### src/rtl/apb_to_axi_lite.sv
// APB4 completer that forwards each in-window transfer as a single AXI4-Lite
// transaction. Out-of-window transfers are answered locally with pslverr.
module apb_to_axi_lite #(
  parameter int unsigned          AddrWidth  = 32,
  parameter int unsigned          DataWidth  = 32,
  parameter logic [AddrWidth-1:0] BaseAddr   = 32'h0000_0000,
  parameter logic [AddrWidth-1:0] WindowSize = 32'h0010_0000,
  localparam int unsigned         StrbWidth  = DataWidth / 8
) (
  input  logic                 clk_i,
  input  logic                 rst_i,
  // APB4 completer
  input  logic                 psel_i,
  input  logic                 penable_i,
  input  logic                 pwrite_i,
  input  logic [AddrWidth-1:0] paddr_i,
  input  logic [2:0]           pprot_i,
  input  logic [DataWidth-1:0] pwdata_i,
  input  logic [StrbWidth-1:0] pstrb_i,
  output logic                 pready_o,
  output logic [DataWidth-1:0] prdata_o,
  output logic                 pslverr_o,
  // AXI4-Lite write address
  output logic [AddrWidth-1:0] aw_addr_o,
  output logic [2:0]           aw_prot_o,
  output logic                 aw_valid_o,
  input  logic                 aw_ready_i,
  // AXI4-Lite write data
  output logic [DataWidth-1:0] w_data_o,
  output logic [StrbWidth-1:0] w_strb_o,
  output logic                 w_valid_o,
  input  logic                 w_ready_i,
  // AXI4-Lite write response
  input  logic [1:0]           b_resp_i,
  input  logic                 b_valid_i,
  output logic                 b_ready_o,
  // AXI4-Lite read address
  output logic [AddrWidth-1:0] ar_addr_o,
  output logic [2:0]           ar_prot_o,
  output logic                 ar_valid_o,
  input  logic                 ar_ready_i,
  // AXI4-Lite read data
  input  logic [DataWidth-1:0] r_data_i,
  input  logic [1:0]           r_resp_i,
  input  logic                 r_valid_i,
  output logic                 r_ready_o
);

  typedef enum logic [2:0] {
    IDLE,
    WR_REQ,
    WR_RESP,
    RD_REQ,
    RD_RESP,
    DONE
  } state_e;

  // One extra bit so BaseAddr + WindowSize cannot wrap at the top of memory.
  localparam logic [AddrWidth:0] WinLo = {1'b0, BaseAddr};
  localparam logic [AddrWidth:0] WinHi = {1'b0, BaseAddr} + {1'b0, WindowSize};

  state_e               state_q,    state_d;
  logic [AddrWidth-1:0] addr_q,     addr_d;
  logic [2:0]           prot_q,     prot_d;
  logic [DataWidth-1:0] wdata_q,    wdata_d;
  logic [StrbWidth-1:0] strb_q,     strb_d;
  logic                 aw_valid_q, aw_valid_d;
  logic                 w_valid_q,  w_valid_d;
  logic                 ar_valid_q, ar_valid_d;
  logic                 b_ready_q,  b_ready_d;
  logic                 r_ready_q,  r_ready_d;
  logic                 pready_q,   pready_d;
  logic                 pslverr_q,  pslverr_d;
  logic [DataWidth-1:0] prdata_q,   prdata_d;

  logic in_window;
  assign in_window = ({1'b0, paddr_i} >= WinLo) && ({1'b0, paddr_i} < WinHi);

  // A transfer starts on psel alone, and only bit 1 of a response matters.
  logic unused_inputs;
  assign unused_inputs = ^{penable_i, b_resp_i[0], r_resp_i[0]};

  always_comb begin
    // NOTE: every signal gets a default before the case so no path leaves
    // one unassigned, which would otherwise infer a latch.
    state_d    = state_q;
    addr_d     = addr_q;
    prot_d     = prot_q;
    wdata_d    = wdata_q;
    strb_d     = strb_q;
    aw_valid_d = aw_valid_q;
    w_valid_d  = w_valid_q;
    ar_valid_d = ar_valid_q;
    b_ready_d  = 1'b0;
    r_ready_d  = 1'b0;
    pready_d   = 1'b0;
    pslverr_d  = 1'b0;
    prdata_d   = '0;

    unique case (state_q)
      IDLE: begin
        if (psel_i) begin
          addr_d  = paddr_i;
          prot_d  = pprot_i;
          wdata_d = pwdata_i;
          strb_d  = pstrb_i;
          if (!in_window) begin
            state_d   = DONE;
            pready_d  = 1'b1;
            pslverr_d = 1'b1;
          end else if (pwrite_i) begin
            state_d    = WR_REQ;
            aw_valid_d = 1'b1;
            w_valid_d  = 1'b1;
          end else begin
            state_d    = RD_REQ;
            ar_valid_d = 1'b1;
          end
        end
      end

      WR_REQ: begin
        // AW and W retire independently; response phase waits for both.
        if (aw_valid_q && aw_ready_i) aw_valid_d = 1'b0;
        if (w_valid_q && w_ready_i)   w_valid_d  = 1'b0;
        if (!aw_valid_d && !w_valid_d) begin
          state_d   = WR_RESP;
          b_ready_d = 1'b1;
        end
      end

      WR_RESP: begin
        b_ready_d = 1'b1;
        if (b_valid_i && b_ready_q) begin
          b_ready_d = 1'b0;
          pslverr_d = b_resp_i[1];
          pready_d  = 1'b1;
          state_d   = DONE;
        end
      end

      RD_REQ: begin
        if (ar_valid_q && ar_ready_i) begin
          ar_valid_d = 1'b0;
          r_ready_d  = 1'b1;
          state_d    = RD_RESP;
        end
      end

      RD_RESP: begin
        r_ready_d = 1'b1;
        if (r_valid_i && r_ready_q) begin
          r_ready_d = 1'b0;
          prdata_d  = r_data_i;
          pslverr_d = r_resp_i[1];
          pready_d  = 1'b1;
          state_d   = DONE;
        end
      end

      DONE: begin
        state_d = IDLE;
      end

      default: begin
        state_d = IDLE;
      end
    endcase
  end

  // NOTE: state uses non-blocking assignments so every register samples the
  // pre-edge value of its neighbours, matching the hardware it describes.
  always_ff @(posedge clk_i) begin
    if (rst_i) begin
      state_q    <= IDLE;
      addr_q     <= '0;
      prot_q     <= '0;
      wdata_q    <= '0;
      strb_q     <= '0;
      aw_valid_q <= 1'b0;
      w_valid_q  <= 1'b0;
      ar_valid_q <= 1'b0;
      b_ready_q  <= 1'b0;
      r_ready_q  <= 1'b0;
      pready_q   <= 1'b0;
      pslverr_q  <= 1'b0;
      prdata_q   <= '0;
    end else begin
      state_q    <= state_d;
      addr_q     <= addr_d;
      prot_q     <= prot_d;
      wdata_q    <= wdata_d;
      strb_q     <= strb_d;
      aw_valid_q <= aw_valid_d;
      w_valid_q  <= w_valid_d;
      ar_valid_q <= ar_valid_d;
      b_ready_q  <= b_ready_d;
      r_ready_q  <= r_ready_d;
      pready_q   <= pready_d;
      pslverr_q  <= pslverr_d;
      prdata_q   <= prdata_d;
    end
  end

  // Both request channels share the latched address; only one is ever valid.
  assign aw_addr_o  = addr_q;
  assign aw_prot_o  = prot_q;
  assign aw_valid_o = aw_valid_q;
  assign w_data_o   = wdata_q;
  assign w_strb_o   = strb_q;
  assign w_valid_o  = w_valid_q;
  assign b_ready_o  = b_ready_q;
  assign ar_addr_o  = addr_q;
  assign ar_prot_o  = prot_q;
  assign ar_valid_o = ar_valid_q;
  assign r_ready_o  = r_ready_q;
  assign pready_o   = pready_q;
  assign pslverr_o  = pslverr_q;
  assign prdata_o   = prdata_q;

endmodule
### config.mk
export PLATFORM = sky130hd
export DESIGN_NAME = apb_to_axi_lite
export DESIGN_NICKNAME = d
export VERILOG_FILES = /design/src/rtl/apb_to_axi_lite.sv
export SDC_FILE = /design/constraint.sdc
export NUM_CORES = 1
export LEC_CHECK = 0
export ABC_AREA = 0
export ABC_CLOCK_PERIOD_IN_PS = 3250
export BUFFER_PORTS_ARGS = -buffer_cell sky130_fd_sc_hd__buf_2
export CORE_ASPECT_RATIO = 0.5
export CORE_MARGIN = 10
export CORE_UTILIZATION = 45
export CTS_BUF_LIST = sky130_fd_sc_hd__clkbuf_4
export DETAILED_ROUTE_END_ITERATION = 7
export GPL_ROUTABILITY_DRIVEN = 0
export HOLD_SLACK_MARGIN = 0.06
export PLACE_DENSITY = 0.94
export SKIP_CTS_REPAIR_TIMING = 1
export SYNTH_ARGS = -nofsm -noshare
export SYNTH_HDL_FRONTEND = slang
export SYNTH_SLANG_ARGS = --single-unit
### constraint.sdc
create_clock -name clk_i -period 3.25 [get_ports clk_i]
set_clock_uncertainty 0.15 [all_clocks]
set_input_delay 0.325 -clock clk_i [delete_from_list [all_inputs] [get_ports clk_i]]
set_output_delay 0.325 -clock clk_i [all_outputs]
set_load 0.02 [all_outputs]
# ---- Yosys cells after proc, flatten, opt, wreduce, memory -nomap -nowiden
# Index checks and enable logic that the tools add are counted.
dict set report totals {
  reg_bits 113
  inputBits 117
  out_inout_bits 145
  word_cells 80
}
dict set report op_classes {
  order_cmp 1
  eq_ne 12
  muxes 36
  bitwise 2
  reduce_logical 16
}
# cell count
set ops {}
lappend ops {{32-bit by 21-bit less-than comparator with 1-bit output (second input constant)} 1}
lappend ops {{1-bit two-way mux} 21}
lappend ops {{3-bit two-way mux} 6}
lappend ops {{2-bit inequality test (second input constant)} 8}
lappend ops {{3-bit case mux with 5 select lines} 1}
lappend ops {{1-bit case mux with 2 select lines} 5}
lappend ops {{5-bit AND reduction} 2}
lappend ops {{3-bit by 2-bit == test with 1-bit output (second input constant)} 2}
lappend ops {{1-bit logical AND} 6}
lappend ops {{1-bit case mux with 3 select lines} 2}
lappend ops {{4-bit AND reduction} 1}
lappend ops {{2-bit nonzero test} 2}
lappend ops {{3-bit by 1-bit == test with 1-bit output (second input constant)} 1}
lappend ops {{3-bit == test (second input constant)} 1}
lappend ops {{3-bit logical NOT} 1}
lappend ops {{3-bit OR reduction} 1}
lappend ops {{1-bit logical NOT} 2}
lappend ops {{2-bit two-way mux} 1}
lappend ops {{1-bit inverter} 2}
lappend ops {{2-bit AND reduction} 1}

# ---- Longest topological paths before layout
dict set report logic_depth {
  ltp_word 7
  ltp_mapped 7
  mapped_depth_nobuf 4
}

# ---- Worst setup path before layout
# No wires, ideal clock.
dict set report synth_path {
  kind {reg2reg}
  start {register state_q[0]}
  end {register state_q[0]}
  setup_ps 121
  t_arrival_ps 1314
  required_time_ps 2979
  setup_slack_ps 1665
  path_stages_with_launch 6
  n_path_buf 1
  cell_sequence {dfxtp_1 > buf_2 > nor3b_2 > inv_1 > o221ai_1 > mux2_2}
}
dict set report synth_between {
  elab_chain_len 3
  word_cells_on_any_way 12
  cone_classes {9 x eq/ne; 1 x mux; 2 x reduce/logical}
}
# element line_no
set synth_lines {}
lappend synth_lines {{start: declaration} 62} ;# state_e state_q, state_d;
lappend synth_lines {{start signal: assignment} 189} ;# state_q <= state_d;
lappend synth_lines {{3-bit == test, or another cell as far along} 100} ;# unique case (state_q)
lappend synth_lines {{2-bit inequality test (no source line)} n/a}
lappend synth_lines {{5-bit AND reduction (no source line)} n/a}
# Parallel ways exist; a longest one is shown, timed or not.
# A chain may end at the register's enable or synchronous reset.

# ---- Final worst setup path
dict set report layout_path {
  start {register state_q[2]}
  end {register wdata_q[28], in the netlist w_data_o[28]}
}
dict set report layout_between {
  elab_chain_len 2
}
# element line_no
set layout_lines {}
lappend layout_lines {{3-bit logical NOT} 100}
lappend layout_lines {{2-bit AND reduction (no source line)} n/a}
lappend layout_lines {{end signal: assignment} 192} ;# wdata_q <= wdata_d;
lappend layout_lines {{end: declaration} 65} ;# logic [DataWidth-1:0] wdata_q, wdata_d;
# Every way passes these cells.

==> run summary <==
Status = finished, final reports clean
Wire per inst = 17.1 µm
Top-area cell type share of the netlist area = 55.0%
Clock share of power = 28.7%
Period utilization = 67.5%
Relative max-transition margin = 51.7%
Via-to-Cell Ratio = 4.84
Area contributors post-synth = dfxtp_1 55%, nand2_1 13%, a21oi_1 9.5%, buf_4 6.8%, and2_1 5.0%
Syn Area/Cell = 8.56 µm²
Largest net degree at the start of global routing = 44
Synth Net Count = 597
Worst reg2reg path depth = 5
Initial Util = 46.7%
Detailed placement HPWL = 9.97 mm
Synth cell types = 35
# IOs = 262
Yosys reg bits = 113
Fillers = 597
Post-synth top area cell = dfxtp_1
CTS tree = yes
Hold path depth = 4
Die Span Y = 87.6 µm
Vias in the first global route = 3769
Final net count = 923
Comb pwr share = 32.3%
Vias = 4559
Core Area = 0.00880 mm²
Hold path endpoint = pslverr_o
CTS sink cnt = 113
R2R setup slack = 1.06 ns
First-pass GRT wire length = 19.2 mm
Hold Crit Class = input port to flip-flop
Power Density = 668 mW/mm²
Gr ovfl total = 0
Clk pin slew, worst setup/hold paths = 0.12 ns
Pins Over Slew Limit = 0
Overall Power = 4.45 mW
Switching pwr = 1.66 mW
Final WS setup = 1.06 ns
P_int = 2.80 mW
WP data required = 3.51 ns
Root buf cell = clkbuf_4
Post-synthesis sequential area ratio = 55.0%
Fmax = 456 MHz
Reg2Reg Launch Point = state_q[2]
Startpoint Class = flip-flop
Share of cells above drive strength 1 = 37.1%
Later-pin clock latency in the skew report = 0.50 ns
Worst-margin pin slew = 0.725 ns
Mapped Cells = 480
Worst slack, placed = 1.19 ns
Setup TNS = 0 ns
Drt initial violations = 329
Area Growth Syn to Fin = 62.2%
Max VDD drop = 411 µV
Max incr delay on CP = 0.62 ns
Post-Syn Area = 0.00411 mm²
Slowest-stage cell, CP = and2_2
Flop pwr share = 38.9%
Die Wd = 155 µm
Initial antenna violation count = 6
Post-Layout Cell Count = 942
Total GRT Usage = 17.6%
Worst-path cell chain = nor3_2 -> and2_2 -> buf_12 -> nand2_1 -> a21oi_1
Worst Setup SP = state_q[2]
# rows = 24
Post-route ant nets = 0
DRC = 0
Port bufs = 258
Num CTS Buffers = 17
CTS Buffer Depth = 2
Max-cap viol count = 0
Die area = 0.0136 mm²
Crit end category = flip-flop
Worst Path Arrival = 2.46 ns
Hold_sp = r_resp_i[1]
DRT Pass-1 Iters = 5
Sw Ratio = 37.2%
WHS = 0.0938 ns
Yosys warns = 0
Crit path max fanout = 42
P_leak = 3.27 nW
WL final = 16.1 mm
Final setup vio count = 0
RSZ-0062 raised after global routing = false
Min Clock Period, post-route = 2.19 ns
Placed cell count = 795
R2r endpoint = w_data_o[28]
H-Tree Level Count = 4
Crit Path Class = flip-flop to flip-flop
Final Hold Violating Endpoints = 0
-- metrics by stage --
stage                     utilization, %  instance area (µm²)
after floorplan                        -                 4110
after global placement              59.1                 5200
after detailed placement            59.1                 5200
after CTS                           63.2                 5560
after global routing                75.8                 6670
final                               75.8                 6670
-- cells by family after synthesis --
group / count (synthesis) / share of synthesized area (%)
AO/OA/AOI/OAI: 92 / 12.5
buffers and inverters: 70 / 10.2
flip-flops: 113 / 55.0
multiplexers: 1 / 0.274
AND/OR/NAND/NOR: 204 / 22.0
-- cells in the mapped netlist (all sizes together) --
master   number
or2           1
a2bb2oi       1
a221oi        1
clkbuf       19
mux2          1
nand3         3
a211oi        2
a22oi         1
o21ai         2
inv           5
nor4          3
nand3b        1
o221ai        1
nor2          7
a211o         1
dfxtp       113
nand4         1
nand2b        1
a31oi         2
nor3b         1
nor3          2
a32oi         1
nor2b         1
o221a         1
buf          46
or3b          1
nand2       147
and3          1
and3b         1
and2         33
a21oi        79
-- final cells by class --
type / count / area (µm²) / area share, %
Timing Repair Buffer: 372 / 2430 / 36.5
Antenna cell: 6 / 15.0 / 0.225
Tap cell: 117 / 146 / 2.20
Clock buffer: 17 / 128 / 1.91
Sequential cell: 113 / 2260 / 33.9
Multi-Input combinational cell: 297 / 1430 / 21.5
Clock inverter: 15 / 231 / 3.47
Inverter: 5 / 18.8 / 0.282
-- power groups by stage --
stage / combinational [mW] / clock, mW / sequential (mW)
finish: 1.44 / 1.28 / 1.73
detailed placement: 1.31 / 0 / 1.75
floorplan: 0.768 / 0 / 1.93
global placement: 1.28 / 0 / 1.74
CTS: 1.31 / 1.30 / 1.72
global route: 1.56 / 1.38 / 1.76
-- worst max-delay path by stage --
stage | depth (start not counted) | endpoint | slack, ns
finish | 5 | w_data_o[28] | 1.06
global route | 5 | ar_addr_o[0] | 0.87
CTS | 5 | w_data_o[30] | 1.18
detailed placement | 5 | w_data_o[26] | 1.19
global placement | 5 | w_data_o[9] | 1.22
floorplan | 5 | state_q[0] | 1.67
-- flip-flops by register name, indices dropped and copies added, names as in the netlist --
name	count
w_strb_o	4
b_ready_o	1
ar_prot_o	3
ar_addr_o	32
w_data_o	32
prdata_o	32
state_q	3
aw_valid_o	1
pready_o	1
ar_valid_o	1
pslverr_o	1
w_valid_o	1
r_ready_o	1
-- cells in the final DEF (no fill, tap or decap), types with 2 or more instances in the layout --
master / count
inv_6: 3
clkinvlp_4: 2
dfxtp_1: 113
a21oi_1: 78
and2_1: 32
buf_2: 258
nor4_1: 3
a31oi_1: 2
diode_2: 6
nand3_1: 3
clkinv_4: 4
nand2_1: 146
bufinv_16: 5
dlygate4sd3_1: 109
clkbuf_4: 17
nor2_1: 7
inv_1: 5
a211oi_1: 2
o21ai_0: 2
buf_4: 4
-- layer usage --
| metal | up-vias | share of wire (%) | GRT usage (%) |
|---|---|---|---|
| li1 | 2183 | - | - |
| met1 | 2103 | 33 | 16.5 |
| met2 | 221 | 55 | 32.8 |
| met3 | 52 | 8.4 | 8.56 |
| met4 | 0 | 4.0 | 7.25 |
| met5 | - | 0 | 0 |
-- worst max-delay path, delay by kind of cell, from the launching register on --
family          cells  cell delay, ns
simple gates        3            1.04
flops               1            0.45
buf+inv             1            0.29
compound gates      1            0.17
(Power assumes the default switching activity.)
